==> src/rtl/pipelined_addsub_pkg.sv <==
// Helpers for sizing the carry-chain slices of pipelined_addsub.
package addsub_pkg;

    // Number of pipeline stages: ceil((width+1)/chunk).
    function automatic int num_stages(input int width, input int chunk);
        return (width + chunk) / chunk;
    endfunction

    function automatic int slice_w(input int width, input int chunk, input int k);
        int lo;
        int hi;
        lo = k * chunk;
        hi = (k + 1) * chunk;
        if (hi > width + 1) hi = width + 1;
        return hi - lo;
    endfunction

endpackage

==> src/rtl/pipelined_addsub_slice.sv <==
// One carry-chain slice: W-bit add with carry-in and carry-out.
module addsub_slice #(
    parameter int W = 30
) (
    input  logic [W-1:0] a_i,
    input  logic [W-1:0] b_i,
    input  logic         c_i,
    output logic [W-1:0] s_o,
    output logic         c_o
);
    logic [W:0] sum_full;

    assign sum_full = {1'b0, a_i} + {1'b0, b_i} + {{W{1'b0}}, c_i};
    assign s_o      = sum_full[W-1:0];
    assign c_o      = sum_full[W];
endmodule

==> src/rtl/pipelined_addsub.sv <==
// Pipelined signed add/sub: one CHUNK-bit carry slice per stage, global stall.
module pipelined_addsub
    import addsub_pkg::*;
#(
    parameter int WIDTH = 89,
    parameter int CHUNK = 30,
    parameter int TAG_W = 8
) (
    input  logic             clk,
    input  logic             rst,
    input  logic             in_valid,
    output logic             in_ready,
    input  logic [WIDTH-1:0] a,
    input  logic [WIDTH-1:0] b,
    input  logic             sub,
    input  logic [TAG_W-1:0] in_tag,
    output logic             out_valid,
    input  logic             out_ready,
    output logic [WIDTH:0]   s,
    output logic [TAG_W-1:0] out_tag
);
    localparam int W1     = WIDTH + 1;
    localparam int STAGES = num_stages(WIDTH, CHUNK);

    logic          advance;
    logic [W1-1:0] a_ext;
    logic [W1-1:0] b_ext;

    // Subtract is a + ~b + 1; the +1 enters as carry-in of slice 0.
    assign a_ext = {a[WIDTH-1], a};
    assign b_ext = sub ? ~{b[WIDTH-1], b} : {b[WIDTH-1], b};

    for (genvar k = 0; k < STAGES; k++) begin : g_stage
        localparam int LO   = k * CHUNK;
        localparam int SW   = slice_w(WIDTH, CHUNK, k);
        localparam int IW   = W1 - LO;
        localparam int PEND = IW - SW;

        logic             prv_valid;
        logic             prv_carry;
        logic [TAG_W-1:0] prv_tag;
        logic [IW-1:0]    prv_a;
        logic [IW-1:0]    prv_b;
        logic [SW-1:0]    slice_sum;
        logic             slice_co;
        logic [LO+SW-1:0] sum_d;
        logic [LO+SW-1:0] sum_q;
        logic             valid_q;
        logic [TAG_W-1:0] tag_q;

        if (k == 0) begin : g_head
            assign prv_valid = in_valid;
            assign prv_carry = sub;
            assign prv_tag   = in_tag;
            assign prv_a     = a_ext;
            assign prv_b     = b_ext;
            assign sum_d     = slice_sum;
        end else begin : g_body
            assign prv_valid = g_stage[k-1].valid_q;
            assign prv_carry = g_stage[k-1].g_fwd.carry_q;
            assign prv_tag   = g_stage[k-1].tag_q;
            assign prv_a     = g_stage[k-1].g_fwd.a_q;
            assign prv_b     = g_stage[k-1].g_fwd.b_q;
            assign sum_d     = {slice_sum, g_stage[k-1].sum_q};
        end

        addsub_slice #(.W(SW)) u_slice (
            .a_i (prv_a[SW-1:0]),
            .b_i (prv_b[SW-1:0]),
            .c_i (prv_carry),
            .s_o (slice_sum),
            .c_o (slice_co)
        );

        always_ff @(posedge clk) begin
            if (rst) begin
                valid_q <= 1'b0;
                tag_q   <= '0;
                sum_q   <= '0;
            end else if (advance) begin
                valid_q <= prv_valid;
                tag_q   <= prv_tag;
                sum_q   <= sum_d;
            end
        end

        // Non-final stages carry their carry-out and the not-yet-added operand bits.
        if (k < STAGES - 1) begin : g_fwd
            logic            carry_q;
            logic [PEND-1:0] a_q;
            logic [PEND-1:0] b_q;

            always_ff @(posedge clk) begin
                if (rst) begin
                    carry_q <= 1'b0;
                end else if (advance) begin
                    carry_q <= slice_co;
                end
            end

            always_ff @(posedge clk) begin
                if (advance) begin
                    a_q <= prv_a[IW-1:SW];
                    b_q <= prv_b[IW-1:SW];
                end
            end
        end else begin : g_tail
            logic unused_carry;
            assign unused_carry = slice_co;
        end
    end

    assign out_valid = g_stage[STAGES-1].valid_q;
    assign s         = g_stage[STAGES-1].sum_q;
    assign out_tag   = g_stage[STAGES-1].tag_q;

    assign advance   = out_ready | ~out_valid;
    assign in_ready  = advance;
endmodule
==> config.mk <==
export PLATFORM = sky130hd
export DESIGN_NAME = pipelined_addsub
export DESIGN_NICKNAME = d
export VERILOG_FILES = /design/src/rtl/pipelined_addsub_pkg.sv /design/src/rtl/pipelined_addsub_slice.sv /design/src/rtl/pipelined_addsub.sv
export SDC_FILE = /design/constraint.sdc
export NUM_CORES = 1
export LEC_CHECK = 0
export ABC_AREA = 1
export CAP_MARGIN = 20
export CELL_PAD_IN_SITES_DETAIL_PLACEMENT = 1
export CELL_PAD_IN_SITES_GLOBAL_PLACEMENT = 1
export CORE_MARGIN = 10
export CORE_UTILIZATION = 35
export DETAILED_ROUTE_END_ITERATION = 10
export GPL_TIMING_DRIVEN = 0
export MAX_ROUTING_LAYER = met4
export PLACE_DENSITY = 0.68
export REMOVE_ABC_BUFFERS = 1
export SLEW_MARGIN = 10
export SYNTH_ARGS = -nofsm -noshare
export SYNTH_HDL_FRONTEND = slang
export SYNTH_SLANG_ARGS = --single-unit
==> constraint.sdc <==
create_clock -name clk -period 10.6 [get_ports clk]
set_input_delay 1.59 -clock clk [delete_from_list [all_inputs] [get_ports clk]]
set_output_delay 1.59 -clock clk [all_outputs]
set_load 0.02 [all_outputs]
# == After elaboration in Yosys (flattened, before gate mapping) ==
# Index checks and enable logic that the tools add are counted.
# totals
ff_bits,387
output_inout_bits,100
word_cells,25
# classes
addsub,6
n_mux,1
bitwise,3
# ops
cell,n
two-way mux 90 bit,1
inverter 90 bit,1
adder 30 x 30 -> 31 bit,2
adder 31 x 1 -> 31 bit,2
adder 30 x 1 -> 30 bit,1
adder 30 bit,1
inverter 1 bit,1
OR 1 bit,1

# == Longest topological paths before layout ==
# Gate-level depths: netlist of the first run.
# depth
ltp_word,4
mapped_depth,17
depth_no_buf,16

# == Modules after synthesis ==
# From an unflattened synthesis of the first run, not the netlist that was laid out.
# unflattened
hier_cells,2943
hier_area_um2,21603.2
# by_module_without_submodules
mod,n_inst,cells_each,area_each_um2
pipelined_addsub,1,1620,14923.1
addsub_slice at g_stage[0].u_slice ...,2,441,2232.1
addsub_slice at g_stage[2].u_slice,1,441,2215.9

# == Worst setup path after synthesis of the first run ==
# Ideal clock, no wire load.
# synth_path
path_type,input port to output port
from,input port out_ready
to,output port in_ready
t_arrival_ns,4.147
required_ns,9.010
path_slack_ns,4.863
stages,4
path_cell_list,nor2_4 > inv_2 > clkbuf_1 > buf_2
# synth_between
elab_chain_cells,1
# synth_lines
item,line_no,text
from (decl),pipelined_addsub.sv:18,"input logic out_ready,"
OR 1 bit,pipelined_addsub.sv:117,assign advance = out_ready | ~out_valid;
to (decl),pipelined_addsub.sv:12,"output logic in_ready,"
# Every way passes these cells.

# == Final worst setup path of the first run ==
# Same ends and word-level chain as after synthesis.

==> flow_summary_export.csv, run 1 <==
group,metric,value,unit
placement,placed_cells,3583,
clocking,cts_hold_buffers,0,
route,postRouteWirelength,62.5,mm
sta,hold_violations,0,
pwr,ir_drop,0.114,mV
pwr,cell_pwr_density,177,nW/µm²
floorplanning,dieHeight,261,µm
floorplanning,fp.dieW,261,µm
floorplanning,initial_utilization,0.353,
global_route,gr-usage-all-layers,0.187,
clocking,cts_resized,0,
route,drc,0,
clocking,cts.htree.levels,2,
global_route,groute.layer.met3.usage,0.0309,
synthesis,proportion_of_synthesized_chip_area_in_sequential_cells,0.466,
clocking,cts_buffers,45,
synthesis,synth_enable_flop_cells,176,
final_layout,multi_input_area,8950,µm²
synthesis,synth.top_cells.by_area,"sky130_fd_sc_hd__edfxtp_1 26%, sky130_fd_sc_hd__dfxtp_1 21%, sky130_fd_sc_hd__nand2_1 11%",
clocking,clockBufferDepth,3,
synthesis,post_synth_most_frequent_cells,"611 x sky130_fd_sc_hd__nand2_1, 411 x sky130_fd_sc_hd__inv_1, 351 x sky130_fd_sc_hd__nor2_1, 209 x sky130_fd_sc_hd__dfxtp_1, 201 x sky130_fd_sc_hd__o21ai_0",
sta,grt_setup_unrepaired,"no",
placement,place.port_buffers,290,
synthesis,synth_cell_types,34,
global_route,grt_pass1_vias,18039,
pwr,p_total,4.54,mW
synthesis,synth_cells,2595,
final_layout,num-fill-cells,6899,
synthesis,synth-warning-count,0,
global_route,grt.met2_usage,0.307,
final_layout,seq_area,9470,µm²
sta,max-slew-margin-rel,0.482,
worst_setup_path,worstSetupStartpointType,"input pin",
pwr,leakagePower,12.8,nW
floorplanning,placeableCoreArea,57600,µm²
clocking,cts_tree,"yes",
floorplanning,num_io_pins,291,
synthesis,synth_seq_cells,385,
final_layout,post_route_cells_drive_above_1_share,0.0469,
worst_setup_path,cp_data_arrival_time,3790,ps
route,drt_pre_antenna_iters,5,
global_route,grt.overflow.total,0,
sta,finalCritPeriodShare,0.508,
sta,max_freq,186,MHz
floorplanning,dieArea,68100,µm²
worst_setup_path,worst-path-buf-inv,4,
route,vias,17193,
hold_path,min-delay-path-class,"reg -> reg",
route,final_antenna_net_count,0,
placement,dpl.hpwl,48.0,mm
clocking,cts-root-buf,"sky130_fd_sc_hd__clkbuf_16",
global_route,grt_max_degree,133,
route,avgRoutedWirePerCell,17.0,µm
worst_setup_path,cp_cell_sequence,"clkdlybuf4s50_1, nor2_4, buf_12, inv_8, clkdlybuf4s50_1",
clocking,postCtsSetupRepairBufs,0,
route,initialDrtViolationCount,840,
placement,gp_congestion,0.835,
sta,setup_total_negative_slack,0,ps
synthesis,mean_instance_size_in_the_synthesized_netlist,7.83,µm²
final_layout,area_growth,26.0,%
run,timing.max_cap.violations,0,
global_route,grt_first_pass_wirelength,98.5,mm
synthesis,yosysMostFrequentCell,"sky130_fd_sc_hd__nand2_1",
sta,setup_ws,5220,ps
worst_setup_path,critical_path.top_delay_family,"buffers and inverters",
sta,max_slew.worst_pin.slew,776,ps
worst_setup_path,crit_fanout,67,
sta,final.setup_skew,20.2,ps
global_route,grt_most_used_layer,"met2",
floorplanning,core.rowCount,88,
global_route,antenna_found_initial,3,
worst_setup_path,timing.critical_path.slowest_stage_cell,"sky130_fd_sc_hd__nor2_4",
final_layout,finish.utilization,0.445,
synthesis,yosys.area.top_type_share,0.260,
synthesis,asyncSetResetFlopFracSynth,0,
sta,timing_max_transition_violations_final,0,
final_layout,finish.net_count,3150,
worst_setup_path,critical_path.max_stage_delay,630,ps
sta,post-route-min-period,5380,ps
sta,setup_viol_count_final,0,
synthesis,synth-main-ff-cell,"sky130_fd_sc_hd__dfxtp_1",
placement,place_worst_setup_slack,5190,ps
synthesis,post_synth_instance_area,20300,µm²
global_route,use_met1,0.232,
clocking,clkSlewWorstSetupHoldPaths,60,ps
route,vias_per_cell,4.69,
final_layout,final_cell_count_no_fill,3669,
worst_setup_path,crit_type,"in -> out",
clocking,worstSkewPairLatency,580,ps
worst_setup_path,endpoint_kind,"output pin",
worst_setup_path,critPathRequiredTime,9010,ps
run_status,run_status,"finished clean",
synthesis,synth_largest_area_cell,"sky130_fd_sc_hd__edfxtp_1",
worst_setup_path,worst_path_most_repeated_cell,"sky130_fd_sc_hd__clkdlybuf4s50_1",
clocking,numClockSinks,385,
## layer usage
metal	wire (µm)	vias up
met5	0	-
met1	28500	8109
li1	-	8706
met4	1510	0
met3	2790	81
met2	29700	297
## kinds of logic (layout without fill, tap and decap cells)
kind of cell | count (synthesis) | count (layout) | synth area share
simple gates | 1162 | 1162 | 0.234
xor+xnor | 126 | 126 | 0.0543
compound gates | 338 | 338 | 0.0925
other cells | 0 | 3 | 0
flops | 385 | 385 | 0.466
fa+ha+maj | 94 | 94 | 0.0598
buf+inv | 490 | 796 | 0.0929
## stage by stage
stage          cell area, µm²  hold slack [ps]
2_1_floorplan           20000              400
3_3_place_gp            23800              401
3_5_place_dp            24100              406
4_1_cts                 25600              418
5_1_grt                 25600              419
6_report                25600              415
## registers in the layout, summed over array words and instances, names as in the netlist
register               cells
g_stage.g_fwd.a_q         88
g_stage.sum_q             90
out_tag                    8
s                         90
g_stage.g_fwd.b_q         88
out_valid                  1
g_stage.tag_q             16
g_stage.valid_q            2
g_stage.g_fwd.carry_q      2
## final timing paths
| check | startpoint | end | slack (ps) | cells after the start |
|---|---|---|---|---|
| min reg2reg | g_stage[0].g_fwd.b_q[55] | g_stage[1].g_fwd.b_q[25] | 410 | 0 |
| min | g_stage[0].g_fwd.b_q[55] | g_stage[1].g_fwd.b_q[25] | 410 | 0 |
| max reg2reg | g_stage[0].g_fwd.carry_q | g_stage[1].sum_q[54] | 7890 | 12 |
| max | out_ready | in_ready | 5220 | 5 |
## worst register-to-register path, cell delays in order (launching register included)
cell                      delay [ps]
sky130_fd_sc_hd__dfxtp_1         390
sky130_fd_sc_hd__fa_1            560
sky130_fd_sc_hd__fa_1            490
sky130_fd_sc_hd__nand3_1         130
sky130_fd_sc_hd__nand3_1         200
sky130_fd_sc_hd__nand2_1         160
sky130_fd_sc_hd__nand2_1         130
sky130_fd_sc_hd__nand2_1         150
sky130_fd_sc_hd__nand3_1         100
sky130_fd_sc_hd__nand2_1          70
sky130_fd_sc_hd__nand3_1         100
sky130_fd_sc_hd__nand2_1          90
sky130_fd_sc_hd__inv_1            40
## area by class of cell
cell class,instances,area share
antenna,3,0.000293
clock buffer,67,0.0512
clock inverter,16,0.00738
inverter,413,0.0610
multi-input combinational,1720,0.350
sequential,385,0.370
tap,765,0.0374
timing repair buffer,300,0.123
## placed cells by master, fill, tap and decap left out, types with 5 or more instances in the layout
master                              n
sky130_fd_sc_hd__ha_1              89
sky130_fd_sc_hd__clkbuf_1          14
sky130_fd_sc_hd__a21oi_1           69
sky130_fd_sc_hd__o21bai_1          46
sky130_fd_sc_hd__xor2_1           116
sky130_fd_sc_hd__clkbuf_8           6
sky130_fd_sc_hd__nor2_1           351
sky130_fd_sc_hd__fa_1               5
sky130_fd_sc_hd__clkdlybuf4s50_1  289
sky130_fd_sc_hd__nand3_1          125
sky130_fd_sc_hd__buf_16             6
sky130_fd_sc_hd__a21oi_2            5
sky130_fd_sc_hd__nand2_2           18
sky130_fd_sc_hd__clkbuf_16         47
sky130_fd_sc_hd__o21bai_2           5
sky130_fd_sc_hd__nand4_1           16
sky130_fd_sc_hd__nand2_1          611
sky130_fd_sc_hd__and2_1             6
sky130_fd_sc_hd__inv_1            411
sky130_fd_sc_hd__o21ai_0          201
sky130_fd_sc_hd__edfxtp_1         176
sky130_fd_sc_hd__nor3_1             5
sky130_fd_sc_hd__o211ai_1           5
sky130_fd_sc_hd__nor2_2            11
sky130_fd_sc_hd__nand3_2           10
sky130_fd_sc_hd__xnor2_1           10
sky130_fd_sc_hd__dfxtp_1          209
## power breakdown
part / internal (mW) / total (mW) / switching (mW)
Clock: 0.933 / 1.57 / 0.635
Sequential: 1.74 / 1.82 / 0.0823
Combinational: 0.447 / 1.15 / 0.704
Total: 3.12 / 4.54 / 1.42
(Power assumes the default switching activity.)
==> run 2: changes to the inputs <==
PLACE_DENSITY = 0.71   (was 0.68)
clock period = 4.52 ns   (was 10.6 ns; I/O delays follow)
==> flow_summary_export.csv, run 2 (synthesis results as in run 1) <==
group,metric,value,unit
route,drt_pre_antenna_iters,4,
worst_setup_path,r2r_setup_slack,1780,ps
hold_path,holdPathStages,0,
placement,gp_congestion,0.875,
clocking,clockBufferDepth,3,
floorplanning,fp.dieW,261,µm
final_layout,finish.net_count,3150,
route,postRouteWirelength,62.0,mm
hold_path,min_from,"g_stage[0].g_fwd.a_q[47]",
worst_setup_path,worstSetupStartpointType,"input pin",
run_status,run_status,"finished clean",
final_layout,area_growth,26.0,%
worst_setup_path,worst_r2r_startpoint,"g_stage[0].g_fwd.carry_q",
global_route,grt_max_degree,144,
global_route,grt_pass1_vias,18315,
global_route,antenna_found_initial,0,
pwr,cell_pwr_density,417,nW/µm²
sta,setup_total_negative_slack,0,ps
clocking,worstSkewPairLatency,580,ps
sta,max_slew.worst_pin.slew,779,ps
worst_setup_path,critical_path.max_stage_delay,640,ps
clocking,cts_resized,0,
floorplanning,initial_utilization,0.353,
global_route,grt_first_pass_wirelength,97.8,mm
sta,final.setup_skew,16.8,ps
sta,setup_viol_count_final,0,
worst_setup_path,r2r.worst_path.cells,12,
clocking,cts.htree.levels,2,
worst_setup_path,timing.critical_path.slowest_stage_cell,"sky130_fd_sc_hd__clkdlybuf4s50_1",
clocking,numClockSinks,385,
sta,finalCritPeriodShare,0.848,
pwr,total_switching_power,3.30,mW
sta,setup_ws,689,ps
placement,place_worst_setup_slack,630,ps
placement,placement_cell_area,24100,µm²
worst_setup_path,endpoint_kind,"output pin",
clocking,cts-root-buf,"sky130_fd_sc_hd__clkbuf_16",
route,drc,0,
final_layout,finish.utilization,0.444,
pwr,p_total,10.7,mW
floorplanning,core.rowCount,88,
pwr,power_frac_clock,0.348,
floorplanning,placeableCoreArea,57600,µm²
floorplanning,dieHeight,261,µm
global_route,gr-usage-all-layers,0.184,
sta,max-slew-margin-rel,0.481,
sta,hold_violations,0,
final_layout,final_cell_count_no_fill,3666,
placement,placed_cells,3582,
sta,timing_max_transition_violations_final,0,
route,avgRoutedWirePerCell,16.9,µm
run,timing.max_cap.violations,0,
sta,hold_ws,413,ps
placement,place.port_buffers,290,
pwr,part_of_the_power_in_combinational_logic,0.251,
worst_setup_path,cp_data_arrival_time,3150,ps
pwr,intPower,7.38,mW
worst_setup_path,cp_cell_sequence,"clkdlybuf4s50_1, nor2_4, buf_12, inv_8, buf_16, clkdlybuf4s50_1",
route,vias_per_cell,4.75,
sta,grt_setup_unrepaired,"no",
hold_path,min_to,"g_stage[1].g_fwd.a_q[17]",
worst_setup_path,critPathRequiredTime,3840,ps
hold_path,min-delay-path-class,"reg -> reg",
final_layout,post_route_cells_drive_above_1_share,0.0465,
pwr,ir_drop,0.281,mV
clocking,cts_hold_buffers,0,
clocking,clkSlewWorstSetupHoldPaths,60,ps
clocking,postCtsSetupRepairBufs,0,
floorplanning,dieArea,68100,µm²
worst_setup_path,worst-path-buf-inv,5,
worst_setup_path,worst_path_most_repeated_cell,"sky130_fd_sc_hd__clkdlybuf4s50_1",
clocking,cts_buffers,46,
pwr,leakagePower,12.8,nW
placement,dpl.hpwl,47.2,mm
pwr,power_frac_seq,0.401,
pwr,switching_share,0.309,
floorplanning,num_io_pins,291,
clocking,cts_tree,"yes",
final_layout,n_antenna_cell,0,
worst_setup_path,r2r_end,"g_stage[1].sum_q[52]",
worst_setup_path,critical_path.top_delay_family,"buffers and inverters",
route,final_antenna_net_count,0,
sta,post-route-min-period,3830,ps
route,initialDrtViolationCount,680,
worst_setup_path,crit_type,"in -> out",
worst_setup_path,crit_fanout,142,
sta,max_freq,261,MHz
final_layout,most-common-layout-cells,"611 x sky130_fd_sc_hd__nand2_1, 411 x sky130_fd_sc_hd__inv_1, 351 x sky130_fd_sc_hd__nor2_1, 289 x sky130_fd_sc_hd__clkdlybuf4s50_1, 209 x sky130_fd_sc_hd__dfxtp_1",
final_layout,postLayoutCellArea,25600,µm²
global_route,grt.overflow.total,0,
route,vias,17409,
final_layout,layout.cells.most_common,"sky130_fd_sc_hd__nand2_1",
## run 2: changes by cell type in the layout (fill, tap and decap cells not counted), moves of 2 or more
cell and change:
sky130_fd_sc_hd__clkinvlp_4 -3, sky130_fd_sc_hd__clkbuf_1 -4, sky130_fd_sc_hd__diode_2 -3, sky130_fd_sc_hd__clkinv_1 +5, sky130_fd_sc_hd__inv_6 +2
## run 2: final cells by class
type                       instances  area [µm²]
fill                            6906       32000
sequential                       385        9470
multi-input combinational       1720        8950
inverter                         413        1560
clock inverter                    21         210
clock buffer                      63        1310
timing repair buffer             299        3120
tap                              765         957
## run 2: worst register-to-register path: cells and delay by family (launching register included)
family / cells / cell delay, ps
and+or+nand+nor: 9 / 1120
adders and majority gates: 2 / 1080
DFF: 1 / 390
buffers and inverters: 1 / 40
## run 2: power by group through the flow
stage | Clock, mW | Combinational, mW | Sequential, mW
final | 3.72 | 2.68 | 4.28
after global routing | 3.96 | 3.02 | 4.32
after CTS | 3.83 | 2.71 | 4.28
after detailed placement | 0 | 2.69 | 4.35
after global placement | 0 | 2.65 | 4.34
after floorplan | 0 | 1.54 | 4.44
## run 2: how the worst max path moves through the flow
stage                     slack [ps]                    to       from  cells after the start
after floorplan                -1790  g_stage[0].sum_q[12]  out_ready                      5
after detailed placement         630              in_ready  out_ready                      6
after global placement         -8240              in_ready  out_ready                      4
after global routing             550              in_ready  out_ready                      6
final                            690              in_ready  out_ready                      6
after CTS                        620              in_ready  out_ready                      6
## run 2: layer usage
| layer | vias up | track usage | part of all wire |
|---|---|---|---|
| met3 | 74 | 0.0283 | 0.041 |
| met1 | 8333 | 0.220 | 0.44 |
| li1 | 8713 | - | - |
| met5 | - | - | 0 |
| met4 | 0 | 0.0430 | 0.018 |
| met2 | 289 | 0.321 | 0.50 |
